==> config.mk <==
export PLATFORM = sky130hd
export DESIGN_NAME = qam_coherent_demod_flat
export DESIGN_NICKNAME = d
export VERILOG_FILES = /design/src/rtl/qam_demod_pkg.sv /design/src/rtl/qam_coherent_demod_if.sv /design/src/rtl/qam_axis_slicer.sv /design/src/rtl/qam_coherent_demod.sv /design/src/flat_wrapper.sv
export SDC_FILE = /design/constraint.sdc
export NUM_CORES = 2
export LEC_CHECK = 0
export CORE_MARGIN = 1
export CORE_UTILIZATION = 30
export DETAILED_ROUTE_END_ITERATION = 8
export SLEW_MARGIN = 20
export SYNTH_ARGS = -nofsm -noshare
export SYNTH_HDL_FRONTEND = slang
export SYNTH_SLANG_ARGS = --single-unit
==> constraint.sdc <==
create_clock -name clk -period 6.7 [get_ports clk]
set_clock_uncertainty 0.05 [all_clocks]
set_input_delay 1.34 -clock clk [delete_from_list [all_inputs] [get_ports clk]]
set_output_delay 1.34 -clock clk [all_outputs]
set_load 0.02 [all_outputs]
==> src/rtl/qam_demod_pkg.sv <==
// Shared definitions for the 16-QAM coherent demodulator.
// Holds the Gray level codes, the FSM state type and a clog2 helper that
// is used to size the counter and to check parameter widths.
package qam_demod_pkg;

  // Gray-coded per-axis decision levels.
  localparam logic [1:0] LVL_NEG_OUT = 2'b00;
  localparam logic [1:0] LVL_NEG_IN  = 2'b01;
  localparam logic [1:0] LVL_POS_IN  = 2'b11;
  localparam logic [1:0] LVL_POS_OUT = 2'b10;

  typedef enum logic [0:0] {
    IDLE = 1'b0,
    RUN  = 1'b1
  } state_e;

  // Ceiling log2; values 0 and 1 both return 0.
  function automatic int unsigned clog2(input int unsigned v);
    int unsigned r;
    int unsigned x;
    r = 0;
    if (v > 1) begin
      x = v - 1;
      while (x > 0) begin
        r = r + 1;
        x = x >> 1;
      end
    end
    return r;
  endfunction

endpackage

==> src/rtl/qam_coherent_demod_if.sv <==
// Sample-in / symbol-out bus of the coherent demodulator.
// master: sample source (drives en/sync/rx_sample/cos_ref/sin_ref, receives results)
// slave : demodulator (receives samples, drives i_acc/q_acc/sym_bits/sym_valid)
interface qam_coherent_demod_if #(
  parameter int unsigned SAMPLE_WIDTH = 16,
  parameter int unsigned REF_WIDTH    = 16,
  parameter int unsigned ACC_WIDTH    = 40
);

  logic                           en;
  logic                           sync;
  logic signed [SAMPLE_WIDTH-1:0] rx_sample;
  logic signed [REF_WIDTH-1:0]    cos_ref;
  logic signed [REF_WIDTH-1:0]    sin_ref;
  logic signed [ACC_WIDTH-1:0]    i_acc;
  logic signed [ACC_WIDTH-1:0]    q_acc;
  logic [3:0]                     sym_bits;
  logic                           sym_valid;

  modport master (
    output en, sync, rx_sample, cos_ref, sin_ref,
    input  i_acc, q_acc, sym_bits, sym_valid
  );

  modport slave (
    input  en, sync, rx_sample, cos_ref, sin_ref,
    output i_acc, q_acc, sym_bits, sym_valid
  );

endinterface

==> src/rtl/qam_axis_slicer.sv <==
// Combinational 4-level Gray slicer for one axis of a 16-QAM constellation.
// Ports: v_i       signed integrated axis value
//        level_c_o 2-bit Gray level (unregistered)
module qam_axis_slicer
  import qam_demod_pkg::*;
#(
  parameter int unsigned                 ACC_WIDTH = 40,
  parameter logic signed [ACC_WIDTH-1:0] THRESH    = ACC_WIDTH'(1) << 28
) (
  input  logic signed [ACC_WIDTH-1:0] v_i,
  output logic [1:0]                  level_c_o
);

  localparam logic signed [ACC_WIDTH-1:0] NEG_THRESH = -THRESH;

  // Negativity is taken from the sign bit so zero lands on the inner positive level.
  always_comb begin
    level_c_o = LVL_POS_IN;
    if (!v_i[ACC_WIDTH-1]) begin
      if (v_i >= THRESH) level_c_o = LVL_POS_OUT;
      else               level_c_o = LVL_POS_IN;
    end else begin
      if (v_i >= NEG_THRESH) level_c_o = LVL_NEG_IN;
      else                   level_c_o = LVL_NEG_OUT;
    end
  end

endmodule

==> src/rtl/qam_coherent_demod.sv <==
// Coherent 16-QAM demodulator: mixes each accepted sample with cos/sin
// references, integrates over SYM_LEN samples and slices the dumped sums.
// Ports: clk, rst_n (async active-low)
//        bus (slave): en/sync/rx_sample/cos_ref/sin_ref in,
//                     i_acc/q_acc/sym_bits/sym_valid out (all registered)
module qam_coherent_demod
  import qam_demod_pkg::*;
#(
  parameter int unsigned                 SAMPLE_WIDTH = 16,
  parameter int unsigned                 REF_WIDTH    = 16,
  parameter int unsigned                 SYM_LEN      = 64,
  parameter int unsigned                 ACC_WIDTH    = 40,
  parameter logic signed [ACC_WIDTH-1:0] THRESH       = ACC_WIDTH'(1) << 28
) (
  input logic                 clk,
  input logic                 rst_n,
  qam_coherent_demod_if.slave bus
);

  localparam int unsigned    PROD_W   = SAMPLE_WIDTH + REF_WIDTH;
  localparam int unsigned    CNT_W    = clog2(SYM_LEN);
  localparam logic [CNT_W-1:0] LAST_IDX = CNT_W'(SYM_LEN - 1);

  // Elaboration-time guard on parameter legality.
  if (SYM_LEN < 2 || SYM_LEN > 4096 || ACC_WIDTH < PROD_W + clog2(SYM_LEN)) begin : g_bad_params
    $error("qam_coherent_demod: illegal SYM_LEN/ACC_WIDTH combination");
  end

  state_e                    state_q;
  logic [CNT_W-1:0]          cnt_q;
  logic                      s1_vld_q;
  logic                      s1_first_q;
  logic                      s1_last_q;
  logic signed [PROD_W-1:0]  p_i_q;
  logic signed [PROD_W-1:0]  p_q_q;
  logic signed [ACC_WIDTH-1:0] acc_i_q;
  logic signed [ACC_WIDTH-1:0] acc_q_q;
  logic signed [ACC_WIDTH-1:0] i_acc_q;
  logic signed [ACC_WIDTH-1:0] q_acc_q;
  logic [3:0]                sym_bits_q;
  logic                      sym_valid_q;

  logic                      accept_c;
  logic [CNT_W-1:0]          idx_c;
  logic signed [PROD_W-1:0]  prod_i_c;
  logic signed [PROD_W-1:0]  prod_q_c;
  logic signed [ACC_WIDTH-1:0] sum_i_c;
  logic signed [ACC_WIDTH-1:0] sum_q_c;
  logic [1:0]                lvl_i_c;
  logic [1:0]                lvl_q_c;

  // Sample acceptance and its symbol index; sync always restarts at index 0.
  always_comb begin
    accept_c = bus.en && ((state_q == RUN) || bus.sync);
    idx_c    = bus.sync ? '0 : cnt_q;
    prod_i_c = PROD_W'(bus.rx_sample) * PROD_W'(bus.cos_ref);
    prod_q_c = PROD_W'(bus.rx_sample) * PROD_W'(bus.sin_ref);
  end

  // A first-tagged product restarts the integral, which drops any partial symbol.
  always_comb begin
    sum_i_c = s1_first_q ? ACC_WIDTH'(p_i_q) : acc_i_q + ACC_WIDTH'(p_i_q);
    sum_q_c = s1_first_q ? ACC_WIDTH'(p_q_q) : acc_q_q + ACC_WIDTH'(p_q_q);
  end

  qam_axis_slicer #(
    .ACC_WIDTH (ACC_WIDTH),
    .THRESH    (THRESH)
  ) u_slice_i (
    .v_i       (sum_i_c),
    .level_c_o (lvl_i_c)
  );

  qam_axis_slicer #(
    .ACC_WIDTH (ACC_WIDTH),
    .THRESH    (THRESH)
  ) u_slice_q (
    .v_i       (sum_q_c),
    .level_c_o (lvl_q_c)
  );

  // FSM, sample counter and stage-1 product/tag registers.
  always_ff @(posedge clk or negedge rst_n) begin
    if (!rst_n) begin
      state_q    <= IDLE;
      cnt_q      <= '0;
      s1_vld_q   <= 1'b0;
      s1_first_q <= 1'b0;
      s1_last_q  <= 1'b0;
      p_i_q      <= '0;
      p_q_q      <= '0;
    end else begin
      s1_vld_q <= accept_c;
      if (accept_c) begin
        state_q    <= RUN;
        cnt_q      <= (idx_c == LAST_IDX) ? '0 : idx_c + CNT_W'(1);
        s1_first_q <= (idx_c == '0);
        s1_last_q  <= (idx_c == LAST_IDX);
        p_i_q      <= prod_i_c;
        p_q_q      <= prod_q_c;
      end
    end
  end

  // Stage 2: integrate, and on the last sample dump, slice and strobe.
  always_ff @(posedge clk or negedge rst_n) begin
    if (!rst_n) begin
      acc_i_q     <= '0;
      acc_q_q     <= '0;
      i_acc_q     <= '0;
      q_acc_q     <= '0;
      sym_bits_q  <= '0;
      sym_valid_q <= 1'b0;
    end else begin
      sym_valid_q <= 1'b0;
      if (s1_vld_q) begin
        if (s1_last_q) begin
          i_acc_q     <= sum_i_c;
          q_acc_q     <= sum_q_c;
          sym_bits_q  <= {lvl_i_c, lvl_q_c};
          sym_valid_q <= 1'b1;
          acc_i_q     <= '0;
          acc_q_q     <= '0;
        end else begin
          acc_i_q <= sum_i_c;
          acc_q_q <= sum_q_c;
        end
      end
    end
  end

  assign bus.i_acc     = i_acc_q;
  assign bus.q_acc     = q_acc_q;
  assign bus.sym_bits  = sym_bits_q;
  assign bus.sym_valid = sym_valid_q;

endmodule

==> src/flat_wrapper.sv <==
// flat-port wrapper written by rule: the top's interface ports become plain ports
module qam_coherent_demod_flat import qam_demod_pkg::*;
#(
  parameter int unsigned                 SAMPLE_WIDTH = 16,
  parameter int unsigned                 REF_WIDTH    = 16,
  parameter int unsigned                 SYM_LEN      = 64,
  parameter int unsigned                 ACC_WIDTH    = 40,
  parameter logic signed [ACC_WIDTH-1:0] THRESH       = ACC_WIDTH'(1) << 28
)
  (clk, rst_n, bus_en, bus_sync, bus_rx_sample, bus_cos_ref, bus_sin_ref, bus_i_acc, bus_q_acc, bus_sym_bits, bus_sym_valid);
  qam_coherent_demod_if #(.SAMPLE_WIDTH(SAMPLE_WIDTH), .REF_WIDTH(REF_WIDTH), .ACC_WIDTH(ACC_WIDTH)) bus_i ();
  input logic clk;
  input logic rst_n;
  input wire logic [$bits(bus_i.en)-1:0] bus_en;
  input wire logic [$bits(bus_i.sync)-1:0] bus_sync;
  input wire logic [$bits(bus_i.rx_sample)-1:0] bus_rx_sample;
  input wire logic [$bits(bus_i.cos_ref)-1:0] bus_cos_ref;
  input wire logic [$bits(bus_i.sin_ref)-1:0] bus_sin_ref;
  output wire logic [$bits(bus_i.i_acc)-1:0] bus_i_acc;
  output wire logic [$bits(bus_i.q_acc)-1:0] bus_q_acc;
  output wire logic [$bits(bus_i.sym_bits)-1:0] bus_sym_bits;
  output wire logic [$bits(bus_i.sym_valid)-1:0] bus_sym_valid;
  assign bus_i.en = bus_en;
  assign bus_i.sync = bus_sync;
  assign bus_i.rx_sample = bus_rx_sample;
  assign bus_i.cos_ref = bus_cos_ref;
  assign bus_i.sin_ref = bus_sin_ref;
  assign bus_i_acc = bus_i.i_acc;
  assign bus_q_acc = bus_i.q_acc;
  assign bus_sym_bits = bus_i.sym_bits;
  assign bus_sym_valid = bus_i.sym_valid;
  qam_coherent_demod #(.SAMPLE_WIDTH(SAMPLE_WIDTH), .REF_WIDTH(REF_WIDTH), .SYM_LEN(SYM_LEN), .ACC_WIDTH(ACC_WIDTH), .THRESH(THRESH)) u_core (.clk(clk), .rst_n(rst_n), .bus(bus_i));
endmodule
==> reports/qor.txt <==
Status: complete, but fails checks
Failing checks: negative setup slack
Cells after Synth: 3,796
Commonest non-fill, non-tap cell in the layout: inv_1
CP arrival: 7.11 ns
Top Ports: 137
CP cell instances: buf_6, buf_12, and2_4, fa_1, inv_2, fa_1, fa_1, inv_2, fa_1, fa_1, inv_2, fa_1, inv_2, ha_4, buf_4, buf_4, a21oi_2, o21ai_2, a311o_1, o211ai_1, a31oi_2, o41ai_2, nor4b_2, a211o_1
# DRC: 0
FF+latch area: 5983 µm²
Synth warn: 0
Antenna violations before repair: 10
Seq/Total Area, Yosys: 17.81%
H-tree levels: 1
Slowest stage cell, crit path: fa_1
Starting density of the core: 30.30%
Top FF cell, synth: dfrtp_1
Critical Path Max Stage Delay: 0.56 ns
Via density: 4.656
Worst-path clk slew: 0.07 ns
Count of pins over their slew limit: 0
Row Count: 122
Final instance area: 42,000 µm²
Unrepaired setup endpoints after global routing: true
Min-delay worst type: flop to flop
Part of the cycle the worst path needs: 100.5%
Largest delay share family, worst path: adder cells
Die height: 336.5 µm
Worst setup EP type: flop
Die Wd: 336.5 µm
Final wirelength: 92,820 µm
Latest clock arrival within the worst-skew pair: 0.54 ns
Critical Path Source Type: input port
Clock root buffer: clkbuf_16
Wire per inst: 16.13 µm
GR Util All Layers: 16.24%
CTS Buffer Depth: 3
Slew @ Worst Pin: 0.8608 ns
Vias: 26,790
Syn Std Cell Area: 33,570 µm²
P&R area growth vs syn: 25.10%
Synthesized area per cell: 8.844 µm²
Crit path buffers/inverters: 8
Most frequent cells in the layout: inv_1, nand2_1, fa_1, buf_4, dfrtp_1
WS Path Type: input port to flop
CP required: 7.08 ns
Total core area: 110,800 µm²
Largest net degree at the start of global routing: 149
Crit path top cell by count: fa_1
Ys async rst share: 100.0%
Final setup fails: 1
Post-DRT Antenna Nets: 0
Remaining Overflow, GRT: 0
Min cycle time layout: 6.734 ns
Area after DPL: 39,410 µm²
Final Hold Vio Count: 0
Worst setup margin: -0.03360 ns
Vias in the first global route: 27,220
First-pass GRT wire length: 148,500 µm
Final nets: 5,069
Placer Congestion: 0.8799
Max-slew headroom: 42.61%
Layout cells sized above 1: 17.68%
Post-synth EDFFs: 0
Num CTS Buffers: 25
Max-capacitance violation count: 0
DP HPWL: 71,980 µm
Placement Setup Slack: -0.9541 ns
IO Port Bufs: 136
Unique cell type count in the Yosys netlist: 76
# fillers: 11,140
Total Die Area: 113,300 µm²
Critical Path Fanout Max: 6
Clk sinks: 239
Mapped Nets: 4,618
Iter 0 DRT Violations: 1,537
CTS tree: built
Fmax: 148.5 MHz
Multi-input gate area: 24,980 µm²
Final setup TNS: -0.03360 ns
Yosys reg bits: 239
Initial DRT Pass Iterations: 6
final timing paths:
kind                                                 endpoint  depth (start not counted)  slack (ns)                               start
max in group asynchronous       u_core.s1_first_q$_DFFE_PN0P_                          2        4.55                               rst_n
min in group asynchronous      u_core.acc_q_q[30]$_DFFE_PN0P_                          1        0.73                               rst_n
setup reg to reg           u_core.bus.sym_bits[2]$_DFFE_PN0P_                         12        2.80        u_core.p_i_q[10]$_DFFE_PN0P_
setup / recovery                 u_core.p_q_q[30]$_DFFE_PN0P_                         24       -0.03                    bus_rx_sample[9]
hold / removal             u_core.bus.sym_bits[1]$_DFFE_PN0P_                          2        0.42  u_core.bus.sym_bits[1]$_DFFE_PN0P_
hold reg to reg            u_core.bus.sym_bits[1]$_DFFE_PN0P_                          2        0.42  u_core.bus.sym_bits[1]$_DFFE_PN0P_
sequential cells by signal, summed over array words and instances, names as in the netlist:
signal / cells
u_core.acc_i_q: 40
u_core.acc_q_q: 40
u_core.bus.i_acc: 40
u_core.bus.q_acc: 40
u_core.bus.sym_bits: 4
u_core.bus.sym_valid: 1
u_core.cnt_q: 6
u_core.p_i_q: 32
u_core.p_q_q: 32
u_core.s1_first_q: 1
u_core.s1_last_q: 1
u_core.s1_vld_q: 1
u_core.state_q: 1
cell usage after synthesis, drive strengths merged, types with 8 or more instances:
library cell | number | share of area, %
nand2b | 23 | 0.43
and3 | 14 | 0.28
nor2b | 8 | 0.15
a21oi | 163 | 2.5
o21ai | 229 | 3.4
xnor2 | 86 | 2.2
or3 | 10 | 0.19
a31o | 8 | 0.23
mux2i | 11 | 0.33
nand3 | 24 | 0.36
nand2 | 502 | 5.6
o21a | 17 | 0.38
o31ai | 10 | 0.22
a211oi | 12 | 0.27
o211ai | 21 | 0.47
nand4 | 25 | 0.48
fa | 526 | 31
a21o | 68 | 1.5
xor2 | 49 | 1.3
o22ai | 78 | 1.5
nor3 | 26 | 0.39
ha | 244 | 9.1
o21bai | 25 | 0.56
inv | 692 | 7.7
and2 | 253 | 4.7
a31oi | 18 | 0.34
nor2 | 136 | 1.5
clkbuf | 172 | 1.9
dfrtp | 239 | 18
final cells by class:
cell class	count	area share, %
Antenna cell	1	0.005958
Clock buffer	29	1.597
Clock inverter	16	0.4439
Inverter	692	6.202
Multi-Input combinational cell	2686	59.47
Sequential cell	239	14.25
Tap cell	1488	4.433
Timing Repair Buffer	603	13.60
logic make-up (layout without fill, tap and decap cells):
| group | Yosys count | count (layout) | share of synthesized area, % |
|---|---|---|---|
| muxes | 16 | 16 | 0.4957 |
| DFF | 239 | 239 | 17.81 |
| other | 0 | 1 | 0 |
| adders and majority gates | 770 | 770 | 40.46 |
| AOI/OAI and AO/OA | 700 | 700 | 12.80 |
| xor gates and xnor gates | 135 | 135 | 3.522 |
| buffers and inverters | 871 | 1340 | 9.749 |
| and+or+nand+nor | 1065 | 1065 | 15.16 |
per-layer routing:
metal | share of wire [%] | track usage (%)
met5 | 0.11 | 0
met4 | 3.5 | 4.981
met3 | 4.6 | 1.748
met2 | 45 | 25.95
met1 | 47 | 23.02
worst register-to-register path: cells and delay by family, from the launching register on:
kind	cells	cell delay (ns)
adder cells (fa/ha/maj)	1	0.44
AO/OA/AOI/OAI	9	2.20
flip-flops	1	0.40
AND/OR/NAND/NOR	2	0.73
per-stage QoR:
step,hold WS (ns),std cells,util (%)
floorplan,0.3942,3796,-
global placement,0.4107,5588,35.56
detailed placement,0.4144,5588,35.56
CTS,0.4316,5715,37.38
global route,0.4507,5754,37.90
finish,0.4227,5754,37.90
repair_timing:
| action | in CTS | in global routing |
|---|---|---|
| resized for setup | 212 | 179 |
| pin swaps | 107 | 141 |
| hold buffers | 0 | 0 |
| gates cloned | 12 | 2 |
| setup endpoints to repair | 26 | 25 |
| buffers inserted | 71 | 42 |
Power is not shown: default switching activity piles up to over one toggle a cycle in this logic, so the estimate is an artifact.
